File: src/rtl/mips_mem_pkg.sv
// rtl/mips_mem_pkg.sv - shared widths and store-buffer entry type for the MIPS data-memory path
// Purpose: word-address/data widths matching DataMemory, and the packed {addr,data} entry
//          held by each store-buffer slot.
package mips_mem_pkg;
    localparam int ADDR_W = 9;
    localparam int DATA_W = 32;

    typedef struct packed {
        logic [ADDR_W-1:0] addr;
        logic [DATA_W-1:0] data;
    } sb_entry_t;
endpackage

File: src/rtl/store_write_buffer_if.sv
// rtl/store_write_buffer_if.sv - core-side and memory-side signals of the store write buffer
// Purpose: bundles the core store/load-lookup port and the DataMemory drain port.
// Ports (slave = buffer side):
//   in : cpu_wr_en, cpu_wr_addr, cpu_wr_data, cpu_rd_addr, mem_busy
//   out: cpu_stall, fwd_hit, fwd_data, mem_wr_en, mem_wr_addr, mem_wr_data, empty, count
interface store_write_buffer_if #(
    parameter int DEPTH = 4
);
    import mips_mem_pkg::*;

    localparam int CNT_W = $clog2(DEPTH + 1);

    logic              cpu_wr_en;
    logic [ADDR_W-1:0] cpu_wr_addr;
    logic [DATA_W-1:0] cpu_wr_data;
    logic              cpu_stall;
    logic [ADDR_W-1:0] cpu_rd_addr;
    logic              fwd_hit;
    logic [DATA_W-1:0] fwd_data;
    logic              mem_busy;
    logic              mem_wr_en;
    logic [ADDR_W-1:0] mem_wr_addr;
    logic [DATA_W-1:0] mem_wr_data;
    logic              empty;
    logic [CNT_W-1:0]  count;

    modport slave (
        input  cpu_wr_en, cpu_wr_addr, cpu_wr_data, cpu_rd_addr, mem_busy,
        output cpu_stall, fwd_hit, fwd_data, mem_wr_en, mem_wr_addr, mem_wr_data, empty, count
    );

    modport master (
        output cpu_wr_en, cpu_wr_addr, cpu_wr_data, cpu_rd_addr, mem_busy,
        input  cpu_stall, fwd_hit, fwd_data, mem_wr_en, mem_wr_addr, mem_wr_data, empty, count
    );
endinterface

File: src/rtl/sb_fwd_match.sv
// rtl/sb_fwd_match.sv - youngest-match selector for store-to-load forwarding
// Purpose: finds the most recently written valid entry whose address equals rd_addr.
// Ports:
//   entries  in  buffered {addr,data} slots
//   valid    in  per-slot valid bits
//   wr_ptr   in  next slot to be written (youngest entry sits just behind it)
//   rd_addr  in  load address to look up
//   hit      out any valid slot matches
//   data     out data of youngest matching slot, 0 when no hit
module sb_fwd_match
    import mips_mem_pkg::*;
#(
    parameter int DEPTH = 4
) (
    input  sb_entry_t                    entries [DEPTH],
    input  logic [DEPTH-1:0]             valid,
    input  logic [$clog2(DEPTH)-1:0]     wr_ptr,
    input  logic [ADDR_W-1:0]            rd_addr,
    output logic                         hit,
    output logic [DATA_W-1:0]            data
);
    localparam int PTR_W = $clog2(DEPTH);

    logic [PTR_W-1:0] idx;

    // Walk from oldest (wr_ptr - DEPTH == wr_ptr) to youngest (wr_ptr - 1) so the
    // last match assigned is the youngest, independent of physical slot order.
    always_comb begin
        hit  = 1'b0;
        data = '0;
        idx  = '0;
        for (int k = DEPTH; k >= 1; k--) begin
            idx = wr_ptr - PTR_W'(k);
            if (valid[idx] && (entries[idx].addr == rd_addr)) begin
                hit  = 1'b1;
                data = entries[idx].data;
            end
        end
    end
endmodule

File: src/rtl/store_write_buffer.sv
// rtl/store_write_buffer.sv - posted-store FIFO between the core store port and DataMemory
// Purpose: accepts one store per cycle, drains one per cycle in program order, forwards
//          the youngest buffered data to loads, stalls the core only when full.
// Ports:
//   clk  in  rising-edge clock
//   rst  in  synchronous reset, active-high; pending stores are discarded
//   bus  slave modport of store_write_buffer_if (core store/lookup + memory drain)
module store_write_buffer
    import mips_mem_pkg::*;
#(
    parameter int DEPTH = 4
) (
    input  logic                  clk,
    input  logic                  rst,
    store_write_buffer_if.slave   bus
);
    localparam int PTR_W = $clog2(DEPTH);
    localparam int CNT_W = $clog2(DEPTH + 1);

    sb_entry_t        entries [DEPTH];
    logic [DEPTH-1:0] valid;
    logic [PTR_W-1:0] wr_ptr;
    logic [PTR_W-1:0] rd_ptr;
    logic [CNT_W-1:0] count;

    logic full;
    logic is_empty;
    logic push;
    logic pop;

    // Full comes from the count alone, so a same-cycle pop never lets a push in.
    assign full     = (count == CNT_W'(DEPTH));
    assign is_empty = (count == '0);
    assign push     = bus.cpu_wr_en && !full;
    assign pop      = !is_empty && !bus.mem_busy;

    assign bus.cpu_stall   = full;
    assign bus.empty       = is_empty;
    assign bus.count       = count;
    assign bus.mem_wr_en   = pop;
    assign bus.mem_wr_addr = is_empty ? '0 : entries[rd_ptr].addr;
    assign bus.mem_wr_data = is_empty ? '0 : entries[rd_ptr].data;

    // Payload slots carry no reset; valid bits gate every use of them.
    always_ff @(posedge clk) begin
        if (push) begin
            entries[wr_ptr] <= '{addr: bus.cpu_wr_addr, data: bus.cpu_wr_data};
        end
    end

    // wr_ptr == rd_ptr only when empty or full, so push and pop never touch the same slot.
    always_ff @(posedge clk) begin
        if (rst) begin
            wr_ptr <= '0;
            rd_ptr <= '0;
            count  <= '0;
            valid  <= '0;
        end else begin
            if (push) begin
                valid[wr_ptr] <= 1'b1;
                wr_ptr        <= wr_ptr + PTR_W'(1);
            end
            if (pop) begin
                valid[rd_ptr] <= 1'b0;
                rd_ptr        <= rd_ptr + PTR_W'(1);
            end
            case ({push, pop})
                2'b10:   count <= count + CNT_W'(1);
                2'b01:   count <= count - CNT_W'(1);
                default: count <= count;
            endcase
        end
    end

    sb_fwd_match #(
        .DEPTH (DEPTH)
    ) u_fwd_match (
        .entries (entries),
        .valid   (valid),
        .wr_ptr  (wr_ptr),
        .rd_addr (bus.cpu_rd_addr),
        .hit     (bus.fwd_hit),
        .data    (bus.fwd_data)
    );
endmodule

File: src/flat_wrapper.sv
// flat-port wrapper written by rule: the top's interface ports become plain ports
module store_write_buffer_flat import mips_mem_pkg::*;
#(
    parameter int DEPTH = 4
)
  (clk, rst, bus_cpu_wr_en, bus_cpu_wr_addr, bus_cpu_wr_data, bus_cpu_rd_addr, bus_mem_busy, bus_cpu_stall, bus_fwd_hit, bus_fwd_data, bus_mem_wr_en, bus_mem_wr_addr, bus_mem_wr_data, bus_empty, bus_count);
  store_write_buffer_if #(.DEPTH(DEPTH)) bus_i ();
  input  logic clk;
  input  logic rst;
  input wire logic [$bits(bus_i.cpu_wr_en)-1:0] bus_cpu_wr_en;
  input wire logic [$bits(bus_i.cpu_wr_addr)-1:0] bus_cpu_wr_addr;
  input wire logic [$bits(bus_i.cpu_wr_data)-1:0] bus_cpu_wr_data;
  input wire logic [$bits(bus_i.cpu_rd_addr)-1:0] bus_cpu_rd_addr;
  input wire logic [$bits(bus_i.mem_busy)-1:0] bus_mem_busy;
  output wire logic [$bits(bus_i.cpu_stall)-1:0] bus_cpu_stall;
  output wire logic [$bits(bus_i.fwd_hit)-1:0] bus_fwd_hit;
  output wire logic [$bits(bus_i.fwd_data)-1:0] bus_fwd_data;
  output wire logic [$bits(bus_i.mem_wr_en)-1:0] bus_mem_wr_en;
  output wire logic [$bits(bus_i.mem_wr_addr)-1:0] bus_mem_wr_addr;
  output wire logic [$bits(bus_i.mem_wr_data)-1:0] bus_mem_wr_data;
  output wire logic [$bits(bus_i.empty)-1:0] bus_empty;
  output wire logic [$bits(bus_i.count)-1:0] bus_count;
  assign bus_i.cpu_wr_en = bus_cpu_wr_en;
  assign bus_i.cpu_wr_addr = bus_cpu_wr_addr;
  assign bus_i.cpu_wr_data = bus_cpu_wr_data;
  assign bus_i.cpu_rd_addr = bus_cpu_rd_addr;
  assign bus_i.mem_busy = bus_mem_busy;
  assign bus_cpu_stall = bus_i.cpu_stall;
  assign bus_fwd_hit = bus_i.fwd_hit;
  assign bus_fwd_data = bus_i.fwd_data;
  assign bus_mem_wr_en = bus_i.mem_wr_en;
  assign bus_mem_wr_addr = bus_i.mem_wr_addr;
  assign bus_mem_wr_data = bus_i.mem_wr_data;
  assign bus_empty = bus_i.empty;
  assign bus_count = bus_i.count;
  store_write_buffer #(.DEPTH(DEPTH)) u_core (.clk(clk), .rst(rst), .bus(bus_i));
endmodule
File: config.mk
export PLATFORM = sky130hd
export DESIGN_NAME = store_write_buffer_flat
export DESIGN_NICKNAME = d
export VERILOG_FILES = /design/src/rtl/mips_mem_pkg.sv /design/src/rtl/store_write_buffer_if.sv /design/src/rtl/sb_fwd_match.sv /design/src/rtl/store_write_buffer.sv /design/src/flat_wrapper.sv
export SDC_FILE = /design/constraint.sdc
export NUM_CORES = 1
export LEC_CHECK = 0
export ABC_AREA = 0
export CAP_MARGIN = 10
export CELL_PAD_IN_SITES_DETAIL_PLACEMENT = 1
export CELL_PAD_IN_SITES_GLOBAL_PLACEMENT = 1
export CORE_MARGIN = 8
export CORE_UTILIZATION = 46
export DETAILED_ROUTE_END_ITERATION = 8
export PLACE_DENSITY = 0.82
export SLEW_MARGIN = 0
export SYNTH_ARGS = -nofsm -noshare
export SYNTH_HDL_FRONTEND = slang
export SYNTH_HIERARCHICAL = 1
export SYNTH_SLANG_ARGS = --single-unit
File: constraint.sdc
create_clock -name clk -period 3.9 [get_ports clk]
set_input_delay 0.78 -clock clk [delete_from_list [all_inputs] [get_ports clk]]
set_output_delay 0.78 -clock clk [all_outputs]
set_load 0.05 [all_outputs]
Word-level counts from Yosys, hierarchy flattened
Cells that the tools add are included.
- logic and storage cells: 105
- input port bits: 54
- output and inout bits: 80
- flip-flop bits (word level): 175
- bitwise operators: 8
- equal/unequal tests: 7
- $add $sub $neg: 7
- reduce and logical (&&, ||, !) cells: 14
- magnitude comparators: 13
- mux-type cells: 44
- operators by type and width (cell ; count):
    $mux 41 ; 11
    $bmux 41 s2 ; 5
    $bwmux 164 ; 1
    $mux 32 ; 5
    $demux 41 s2 ; 1
    $eq 9x9->1 ; 4
    $ge 3x3->1 const B ; 5
    $lt 2x3->1 const B ; 5
    $not 2->3 ; 5
    $mux 4 ; 3
    $mux 1 ; 10
    $logic_and 1x1->1 ; 9
    $mux 9 ; 1
    $bmux 1 s2 ; 4
    $pmux 3 s2 ; 1
    $add 2x1->2 const B ; 2
    $and 4x4->4 ; 1
    $demux 1 s2 ; 2
    $ge 2x1->1 const B ; 2
    $not 4->4 ; 1
    $or 4x4->4 ; 1
    $sub 2x2->2 const B ; 2
    $add 3x1->3 const B ; 1
    $eq 3x3->1 const B ; 1
    8 further kinds ; 10

Logic depth before layout (Yosys ltp)
Gate-level depths: netlist of the first run.
- depth in word-level cells: 10
- depth in mapped cells: 13
- mapped depth without buffers: 9

Hierarchy
Netlist of the first run, hierarchy kept.
- modules (own cells, without submodules) (module ; cells an instance ; area an instance (µm²) ; seq. area each (µm²) ; instances):
    store_write_buffer ; 329 ; 6837.8 ; 5144.9 ; 1
    sb_fwd_match ; 659 ; 4852.2 ; 0.0 ; 1

Worst setup path after synthesis of the first run
OpenSTA, ideal clock, no wires.
- path type: input to output
- from: input port bus_cpu_rd_addr[0]
- to: output port bus_fwd_data[11]
- path buffers: 2
- stages: 9
- data required time: 3.120 ns
- path slack: -0.718 ns
- data arrival time: 3.838 ns
- path through: clkbuf_1 -> xnor2_1 -> a2111oi_0 -> mux2i_1 -> nor4b_4 -> nand3b_1 -> buf_2 -> a211oi_1 -> a221oi_1
- word-level cells in the longest chain between the ends: 6
- elaborated cells on any way between the ends: 12
- those cells by class: 4 x eq/ne; 4 x mux; 4 x reduce/logical
- RTL lines (what ; RTL line ; RTL):
    from (decl) ; flat_wrapper.sv:13 ; input wire logic [$bits(bus_i.cpu_rd_addr)-1:0] bus_cpu_rd_addr;
    $eq 9x9->1 ; sb_fwd_match.sv:34 ; if (valid[idx] && (entries[idx].addr == rd_addr)) begin
    $logic_and 1x1->1 ; sb_fwd_match.sv:34 ;
    $mux 32 (3 in series) ; sb_fwd_match.sv:34 ;
    $mux 32 * ; sb_fwd_match.sv:34 ;
    to (decl) ; flat_wrapper.sv:17 ; output wire logic [$bits(bus_i.fwd_data)-1:0] bus_fwd_data;
Mark *: on every way between the ends. The rest lies on a longest branch, timed or not.

Final worst setup path of the first run
- from: register u_core.wr_ptr[1]
- to: output port bus_fwd_data[16]
- word-level cells in the longest chain between the ends: 10
- elaborated cells on any way between the ends: 39
- those cells by class: 3 x add/sub; 4 x eq/ne; 24 x mux; 4 x bitwise; 4 x reduce/logical
- RTL lines (what ; RTL line ; RTL):
    from (decl) ; store_write_buffer.sv:22 ; logic [PTR_W-1:0] wr_ptr;
    from (signal assigned) ; store_write_buffer.sv:61 ; wr_ptr <= wr_ptr + PTR_W'(1);
    $sub 2x2->2 / $not 2->3 (equally long branches) ; sb_fwd_match.sv:33, sb_fwd_match.sv:34, sb_fwd_match.sv:36 ;
    $not 2->3 (implied by the code) / $bmux 41 s2 (equally long branches) ; sb_fwd_match.sv:34, sb_fwd_match.sv:36 ;
    $bmux 41 s2 / $mux 41 (equally long branches) ; sb_fwd_match.sv:34, sb_fwd_match.sv:36 ;
    $mux 41 (implied by the code) ; sb_fwd_match.sv:36 ; data = entries[idx].data;
    $mux 41 (implied by the code) / $eq 9x9->1 (equally long branches) ; sb_fwd_match.sv:36, sb_fwd_match.sv:34 ;
    $eq 9x9->1 / $logic_and 1x1->1 (equally long branches) ; sb_fwd_match.sv:34 ;
    $logic_and 1x1->1 / $mux 32 (equally long branches) ; sb_fwd_match.sv:34 ;
    $mux 32 (2 in series) ; sb_fwd_match.sv:34 ;
    $mux 32 * ; sb_fwd_match.sv:34 ;
Mark *: on every way between the ends. The rest lies on a longest branch, timed or not. The select of a mux whose other input is x is not followed.

==> run metrics, run 1 <==
Worst R2R Path Depth 5; Cell Area, Synth 0.0117 mm^2; CP max FO 20; syn nets between 1000 and 1500; Hold Crit Class register to register; status finished with violations; global route total overflow 0; Layout Nets 1271; Yosys warnings 6; initial antenna violation count 1; failing checks setup timing; most frequent cells in the layout edfxtp_1, mux2i_1, buf_4, clkdlybuf4s50_1, nand2_1; WS Path Type register to output pin; Initial Util a little under half; sequential area share after synthesis 44.0%; Die ar. approximately 0.03 mm^2; dpl cell area 0.0147 mm^2; vias in the first global route 11500; final setup violation count 33; Max Slew Vio Count 0; Synth Area in Compound Gates a little over a tenth; largest family of logic cells by synthesized area multiplexers; Total Routing Usage GR between 30% and 40%; Worst Tran Pin Value between 1000 and 1500 ps; Max IR drop VDD about 0.55 mV; row cnt 58; final-layout fill cell count ~2300; min Tclk post-route about 4700 ps; global-route wire length before repair 73.3 mm; fmax about 0.21 GHz; Crit-path slowest cell o311ai_0; Final GP Congestion 0.887; Final Worst Setup Slack -813 ps; Synth Area in XOR/XNOR 3.67%; multi-input logic area a little over 0.007 mm^2; largest net degree at the start of global routing ~60; CTS root buffer clkbuf_16; Post-synth EDFFs about 160; # DRC 0; post-synthesis mux area share about a quarter; H-Tree Depth 4; crit path buf inv count 5; Cell Count, Final, Fillers Out roughly 1600; number of buffers created by CTS 17; largest stage delay on the critical path about 500 ps; CTS tree yes; Simple-Gate Fraction of Synth Area between 10% and 20%; Die W 175 um; slew margin rel. a little under a third; DR pass1 iterations 6; most common cell after layout, fill and taps aside edfxtp_1; Clock Latency Late Sink about 470 ps; Finished Core Util 66.8%; Post-DRT Antenna Nets 0; max-cap violations 0; hold worst-path end u_core/bus.count[2]; layout cells sized above 1 37.4%; critical-path cell list buf_12 -> buf_12 -> mux2i_2 -> xnor2_1 -> buf_4 -> nor2_1 -> o2111ai_1 -> a21o_4 -> buf_12 -> o311ai_0 -> and4_4 -> buf_8; dpl cells around 1500; vias per inst roughly 7; I/O pins 134; Top FF cell, synth edfxtp_1; Syn Area/Cell around 12 um^2; crit end category output pin; crit start category register; Avg WL per Cell about 35 um; RR Startpoint u_core/wr_ptr[0]; core area 0.0250 mm^2; clk buf depth 2; FFs w/ async S/R, synth 0%; delay-heaviest family, CP compound AO/OA/AOI/OAI gates; synthesis-stage register bit count roughly 180; Setup Skew roughly 12 ps; Die H 175 um; Port-buffer cells ~130; synth unique cells 62; vias after detailed routing about 11000; Mapped Cells roughly 990; most used cell, CP buf_12; Worst-path clk slew about 70 ps; Worst Path Required between 3000 and 4000 ps; hold_sp u_core/bus.count[2]; Total Routed Length about 54 mm; initial detailed-routing violation count roughly 1500; Crit Reg-Reg Endpoint u_core/entries[118]; pwr/cell area approximately 560 mW/mm^2; post-synthesis adder-cell area fraction under 10%; reg-to-reg slack, setup 810 ps; Num Clock Sinks about 180; Crit path arrival time between 3000 and 4000 ps; DP Wirelength approximately 27 mm; Final Cycle Share 121%; final hold vios 0; Static Leak roughly 0.0056 uW; unrepaired setup endpoints after global routing yes; post-layout instance area between 0.015 and 0.02 mm^2; synth-to-layout area growth 43.1%; Reg area 0.00515 mm^2; hold path depth 2
per-layer routing:
layer	up-vias	share of wire, %	GRT usage (%)
met3	319	9.4	5.48
met4	0	7.6	20.4
met2	882	47	52.3
li1	4288	-	-
met1	5507	36	36.7
met5	-	0	0
worst reg2reg max path, cell delays in order (launching register included):
cell	delay [ps]
dfxtp_2	500
buf_6	410
buf_4	440
ha_1	280
and3_2	750
buf_4	410
worst max path at each step:
stage,start,endpoint,slack [ps],cells past startpoint
finish,u_core/wr_ptr[1],bus_fwd_data[16],-810,12
global route,u_core/wr_ptr[1],bus_fwd_data[6],-820,14
CTS,u_core/wr_ptr[1],bus_fwd_data[9],-410,12
detailed placement,bus_cpu_rd_addr[6],bus_fwd_data[18],-580,11
global placement,bus_cpu_rd_addr[0],bus_fwd_data[31],-510,10
floorplan,bus_cpu_rd_addr[6],bus_fwd_data[14],3,11
flip-flops by register name, summed over array words and instances (netlist names):
register	count
u_core/bus.count	3
u_core/entries	164
u_core/rd_ptr	2
u_core/valid	4
u_core/wr_ptr	2
stage by stage:
stage | TNS, ps | hold slack [ps] | total power, uW | worst slack, ps
floorplan | 0 | 526 | 5320 | 3.31
global placement | -15070 | 546 | 6810 | -508
detailed placement | -16590 | 570 | 6930 | -584
CTS | -11290 | 591 | 8900 | -411
global route | -22560 | 617 | 9570 | -821
finish | -22290 | 581 | 9350 | -813
logic make-up (layout without fill, tap and decap cells):
family	after synthesis	in the layout
DFF	175	175
other	0	1
and+or+nand+nor	268	268
buffers and inverters	99	331
muxes	220	220
xor gates and xnor gates	49	49
AOI/OAI and AO/OA	167	167
adders and majority gates	10	10
layout make-up:
cell class	count	share of cell area (%)
Antenna cell	1	0.0150
Clock buffer	18	2.56
Clock inverter	14	0.845
Inverter	11	0.247
Multi-Input combinational cell	714	43.3
Sequential cell	175	30.8
Tap cell	330	2.47
Timing Repair Buffer	288	19.8
cells in the mapped netlist (all sizes together) (2+ instances only):
library cell    n  area (um^2)
edfxtp        164         4920
mux2i         141         1420
nand2          75          282
clkbuf         45          169
buf            43          273
mux4           43          968
nor2b          42          263
nor2           41          154
nor3           38          195
mux2           36          409
xnor2          36          315
a21oi          28          140
o21ai          25          125
a211oi         19          143
a221o          17          170
a221oi         17          180
and4           14          123
xor2           13          114
nand3b         12         90.1
o211ai         12         90.1
a2bb2oi        11         96.3
dfxtp          11          220
inv            11         41.3
o221ai         11         96.3
nor4           10         62.6
ha              9          113
nor3b           8         70.1
a211o           5         43.8
and3            5         31.3
nand2b          5         31.3
a31oi           4         25.0
a32oi           4         35.0
and2            3         23.8
nand3           3         15.0
nand4           3         18.8
nor4b           3         47.5
o311ai          3         26.3
or3             3         18.8
a21o            2         15.0
nand4b          2         17.5
o22ai           2         12.5
o2bb2ai         2         17.5
power by group:
group	internal (uW)	switching [uW]	total (uW)	leakage, uW
Sequential	2270	273	2540	0.00160
Combinational	2020	3020	5050	0.00373
Clock	854	903	1760	0.000272
timing repair:
| action | in CTS | in global routing |
|---|---|---|
| cloned | 3 | 1 |
| gates resized for setup | 138 | 103 |
| hold buffers | 0 | 0 |
| pin swaps | 33 | 31 |
| endpoints found under the setup margin | 33 | 33 |
| setup buffers | 31 | 16 |
(Power assumes the default switching activity.)
==> inputs of run 2 (changes only) <==
--- a/config.mk
+++ b/config.mk
@@ -9,6 +9,7 @@
 export CAP_MARGIN = 10
 export CELL_PAD_IN_SITES_DETAIL_PLACEMENT = 1
 export CELL_PAD_IN_SITES_GLOBAL_PLACEMENT = 1
+export CORE_ASPECT_RATIO = 1.2
 export CORE_MARGIN = 8
 export CORE_UTILIZATION = 46
 export DETAILED_ROUTE_END_ITERATION = 8
==> run 2 against run 1 <==
Critical endpoint is now bus_fwd_data[2]. Global-route usage down 1.4 points. The run still ends with setup timing left. Via count down 4.8%. Core utilization down 0.83 points. Register-to-register slack better by 120 ps. Clock skew down 1.0 ps. Die area about the same. Design area down 0.50%. Sequential share of layout area up 0.17 points.
==> run metrics, run 2 (synthesis gave the netlist of run 1 again) <==
status finished with violations; failing checks setup timing; global-route wire length before repair ~69 mm; Largest regs u_core/entries (164), u_core/valid (4), u_core/bus.count (3); Total Routing Usage GR between 20% and 30%; CTS root buffer clkbuf_16; Worst Tran Pin Value slightly above 900 ps; Initial Util a little under half; Final Worst Setup Slack -695 ps; most common cell after layout, fill and taps aside edfxtp_1; Final Cycle Share 118%; clk buf depth 2; Crit Reg-Reg Endpoint u_core/entries[57]; final setup violation count 33; Die ar. about 0.031 mm^2; fmax around 0.22 GHz; hold buffer count at cts 0; Static Leak between 0.005 and 0.006 uW; Avg WL per Cell about 32 um; H-Tree Depth 4; final setup TNS -17500 ps; final hold vios 0; Die W between 150 and 200 um; hold worst-path end u_core/bus.count[2]; Die H 191 um; unrepaired setup endpoints after global routing yes; min Tclk post-route roughly 4600 ps; I/O pins 134; crit start category register; row cnt 64; # DRC 0; hold_sp u_core/bus.count[2]; max-cap violations 0; slew margin rel. between 30% and 40%; Tot Pwr between 9000 and 10000 uW; number of buffers created by CTS 17; largest net degree at the start of global routing ~130; Worst-path clk slew ~70 ps; CTS tree yes; Largest Register u_core/entries; Max IR drop VDD 0.445 mV; post-layout instance area about 0.017 mm^2; global route total overflow 0; most frequent cells in the layout edfxtp_1, mux2i_1, clkdlybuf4s50_1, buf_4, nand2_1; max FFs per register 164; final-layout fill cell count 2388; crit end category output pin; Worst Path Required between 3000 and 4000 ps; WS Path Type register to output pin; Finished Core Util about two thirds; vias in the first global route ~11000; Num Clock Sinks 175; Worst R2R Path Depth 6; Final GP Congestion about 0.88; Layout Nets 1261; pwr/cell area approximately 550 mW/mm^2; reg-to-reg slack, setup around 930 ps; initial detailed-routing violation count 850; DR pass1 iterations 5; Post-DRT Antenna Nets 0; Crit path arrival time 3810 ps; Port-buffer cells about 130; Hold Crit Class register to register; CP max FO 30; vias after detailed routing approximately 10000; vias per inst ~6.8; layout cells sized above 1 between 30% and 40%; Total Routed Length around 50 mm; RR Startpoint u_core/wr_ptr[1]; initial antenna violation count 2; DP Wirelength about 28 mm; hold path depth 2; dpl cell area 0.0147 mm^2; Setup Skew between 10 and 15 ps; Max Slew Vio Count 0; core area between 0.02 and 0.03 mm^2; Clock Latency Late Sink 460 ps; synth-to-layout area growth 42.4%
[run 2: per-layer routing]
| metal | wire [um] | up-vias | GRT usage (%) |
|---|---|---|---|
| met1 | 17100 | 5330 | 31.2 |
| met3 | 3270 | 233 | 6.48 |
| met5 | 0 | - | 0 |
| met2 | 25700 | 633 | 53.2 |
| li1 | - | 4267 | - |
| met4 | 3230 | 0 | 19.9 |
[run 2: report_power, final]
group / leakage, uW / switching (uW) / internal, uW / total, uW
sequential: 0.00160 / 258 / 2270 / 2530
clock: 0.000261 / 789 / 938 / 1730
combinational: 0.00368 / 2900 / 2060 / 4960
total: 0.00553 / 3950 / 5260 / 9210
[run 2: cell type report]
| type | instances | area (um^2) | share of cell area, % |
|---|---|---|---|
| sequential | 175 | 5160 | 31.0 |
| tap | 330 | 413 | 2.48 |
| clock buffer | 21 | 440 | 2.65 |
| antenna | 2 | 5.00 | 0.0301 |
| clock inverter | 11 | 118 | 0.706 |
| inverter | 11 | 41.3 | 0.248 |
| timing repair buffer | 275 | 3270 | 19.6 |
| multi-input combinational | 717 | 7210 | 43.3 |
[run 2: repair_timing]
action                                  CTS  global route
pin swaps                                43            47
endpoints found under the setup margin   33            33
gates resized for setup                 163            73
cloned                                    6             1
hold endpoints to repair                  0             0
setup buffers                            32            14
[run 2: worst max-delay path by stage]
stage	startpoint	end	slack, ps	cells past startpoint
detailed placement	bus_cpu_rd_addr[0]	bus_fwd_data[16]	-620	11
finish	u_core/wr_ptr[1]	bus_fwd_data[2]	-690	15
global placement	bus_cpu_rd_addr[1]	bus_fwd_data[24]	-610	10
CTS	u_core/wr_ptr[1]	bus_fwd_data[29]	-360	14
floorplan	bus_cpu_rd_addr[6]	bus_fwd_data[14]	3	11
global route	u_core/wr_ptr[1]	bus_fwd_data[4]	-710	12
[run 2: worst max-delay path, stage by stage, from the launching register on]
cell and delay (ps):
dfxtp_4 390, buf_12 150, buf_12 150, buf_4 120
mux2i_1 270, mux2i_1 190, xnor2_2 340, nand4_1 230
buf_4 210, nor3_4 260, buf_12 260, nor3_2 100
a211oi_2 270, buf_4 170, a221oi_4 50, buf_12 180
[run 2: through the flow]
stage / setup WS, ps / hold WS [ps] / instances
4_1_cts: -360 / 581 / 1529
5_1_grt: -715 / 636 / 1542
2_1_floorplan: 3.31 / 526 / 988
3_5_place_dp: -617 / 572 / 1467
6_report: -695 / 566 / 1542
3_3_place_gp: -611 / 548 / 1467
==> edit, RTL diff (config.mk and constraints of run 1) <==
The package constant `ADDR_W` goes from 9 to 7.
--- a/src/rtl/mips_mem_pkg.sv
+++ b/src/rtl/mips_mem_pkg.sv
@@ -4,3 +4,3 @@
 package mips_mem_pkg;
-    localparam int ADDR_W = 9;
+    localparam int ADDR_W = 7;
     localparam int DATA_W = 32;
Ports: changed (resized bus_cpu_rd_addr, bus_cpu_wr_addr and bus_mem_wr_addr); port bits go from 134 to 128. No check against the original RTL was run, so the function may have changed too.
==> edit against run 1 <==
Utilization decreased by 1.3 points; sequential cell count decreased by 8; worst setup slack got worse by 36 ps; area after synthesis decreased by 6.3%; critical endpoint is now bus_fwd_data[30]; the flow still finishes with violations (setup timing); die area decreased by 5.8%; routed wire length decreased by 7.8%; maximum frequency decreased by 0.75%; critical path depth increased by 3; global-route usage decreased by 2.8 points; power decreased by 10%; design area decreased by 8.3%; critical path type is now primary input to primary output; combinational power decreased by 19%; final cell count decreased by 11%.
==> edit: results (changes against run 1) <==
| Metric | Value |
|---|---|
| Crit Path Max Fanout | `27 (+35%)` |
| Largest net degree at the start of global routing | `86 (+41%)` |
| Sequential share of the synthesized area | `44.8% (+0.78 points)` |
| Post-synth top cells | `edfxtp_1 (156), mux2i_1 (127), a221o_1 (62), nor3_1 (54), clkbuf_1 (49)` |
| Largest cells by area after synthesis | `edfxtp_1 (43%), mux2i_1 (12%), mux4_2 (8.0%)` |
| DRC viols | `0 (unchanged)` |
| Hpwl dp | `22300 um (-18%)` |
| Syn-to-layout area delta | `40.2%` |
| Cell variety after synth | `66 (+6.5%)` |
| Clock transition at path regs | `60 ps` |
| Number of global-route vias before repair | `10000 (-13%)` |
| Static Leak | `5.03 nW (-10%)` |
| Gp weighted congestion | `0.822 (-7.3%)` |
| Iteration-0 DRC Markers | `1360 (-11%)` |
| Synthesis Warnings | `6 (unchanged)` |
| Largest registers | `u_core/entries: 156 flops, u_core/valid: 4 flops, u_core/bus.count: 3 flops` |
| Fillers | `2228 (-4.2%)` |
| Final setup viols | `33 (unchanged)` |
| Slowest CP cell | `o21ai_1` |
| Share of synthesized registers carrying an async set or reset | `0% (unchanged)` |
| Share of cells above drive strength 1 | `38.9% (+1.5 points)` |
| Status | `finished with violations` |
| Post-synth EDFFs | `156 (-4.9%)` |
| Antenna violations before repair | `2 (+1)` |
| Root Buffer | `clkbuf_16` |
| R2R depth | `6 (+1)` |
| Slew headroom | `31.1% (-0.11 points)` |
| Failing checks | `setup timing` |
| Net Count, Synth | `934 (-11%)` |
| WP data arrival | `3970 ps (+40 ps)` |
| Port Buffers | `127 (-4.5%)` |
| Dpl cell area | `0.0130 sq mm (-12%)` |
| First-pass GRT wire length | `62600 um (-15%)` |
| Setup ws final | `-849 ps (-35.7 ps)` |
| GRT Total Usage | `28.5% (-2.8 points)` |
| Clk Latency, worst-skew pair | `450 ps (-20 ps)` |
| Final wirelength | `49800 um (-7.8%)` |
| Routed vias/inst | `7.20 (+1.6%)` |
| Nets | `1116 (-12%)` |
| Pre-CTS setup slack | `-409 ps (+175 ps)` |
| Num CTS Buffers | `17 (unchanged)` |
| Setup Skew | `15.7 ps (+3.97 ps)` |
| CP max stage delay | `560 ps (+60 ps)` |
| Peak supply drop | `0.354 mV (-36%)` |
| Final setup TNS | `-22210 ps (+80.3 ps)` |
[edit: report_power, final]
part	total (W)	internal, W	switching [W]
logic	0.00410	0.00159	0.00251
clock network	0.00186	0.00107	0.000792
registers	0.00242	0.00217	0.000252
total	0.00838	0.00483	0.00355
[edit: stage by stage]
stage / instances / total power, W
final: 1387 / 0.00838
after global routing: 1387 / 0.00855
after CTS: 1378 / 0.00792
after detailed placement: 1307 / 0.00587
after global placement: 1307 / 0.00579
after floorplan: 874 / 0.00475
[edit: critical path: cells and delay by family]
kind / cells / cell delay [ps]
buffers and inverters: 9 / 1680
and+or+nand+nor: 1 / 270
AOI/OAI and AO/OA: 5 / 1220
[edit: kinds of logic (layout without fill, tap and decap cells)]
family / after synthesis / after routing / synth area share [%]
AND/OR/NAND/NOR: 213 / 213 / 10.4
other: 0 / 1 / 0
multiplexers: 208 / 208 / 24.2
flip-flops: 167 / 167 / 44.8
adder cells (fa/ha/maj): 10 / 10 / 1.21
AO/OA/AOI/OAI: 153 / 153 / 12.5
buffers and inverters: 95 / 288 / 4.72
XOR/XNOR: 28 / 28 / 2.24
[edit: worst paths after layout]
kind | start | to | slack (ps)
setup / recovery | bus_cpu_rd_addr[6] | bus_fwd_data[30] | -850
hold / removal | u_core/bus.count[2] | u_core/bus.count[2] | 590
setup reg to reg | u_core/wr_ptr[1] | u_core/entries[23] | 800
hold reg to reg | u_core/bus.count[2] | u_core/bus.count[2] | 590
[edit: timing repair]
action                                  4_1_cts  5_1_grt
pin swaps                                    32       12
endpoints found under the setup margin       33       33
resized for setup                           164       72
setup buffers                                31        6
gates cloned                                 11        2
[edit: layout make-up]
class	count	share of cell area (%)
multi-input cells	612	42.8
clock inverters	12	1.15
well taps	319	2.60
clock buffers	18	2.80
diodes	1	0.0163
repair buffers	245	18.3
flip-flops and latches	167	32.0
inverters	13	0.318
[edit: routing by layer]
layer / track usage (%) / routed length [um] / up-vias
met3: 4.40 / 4540 / 271
met1: 34.6 / 17900 / 5043
li1: - / - / 3858
met4: 12.7 / 3400 / 4
met2: 49.3 / 23900 / 813
met5: 0 / 27 / -
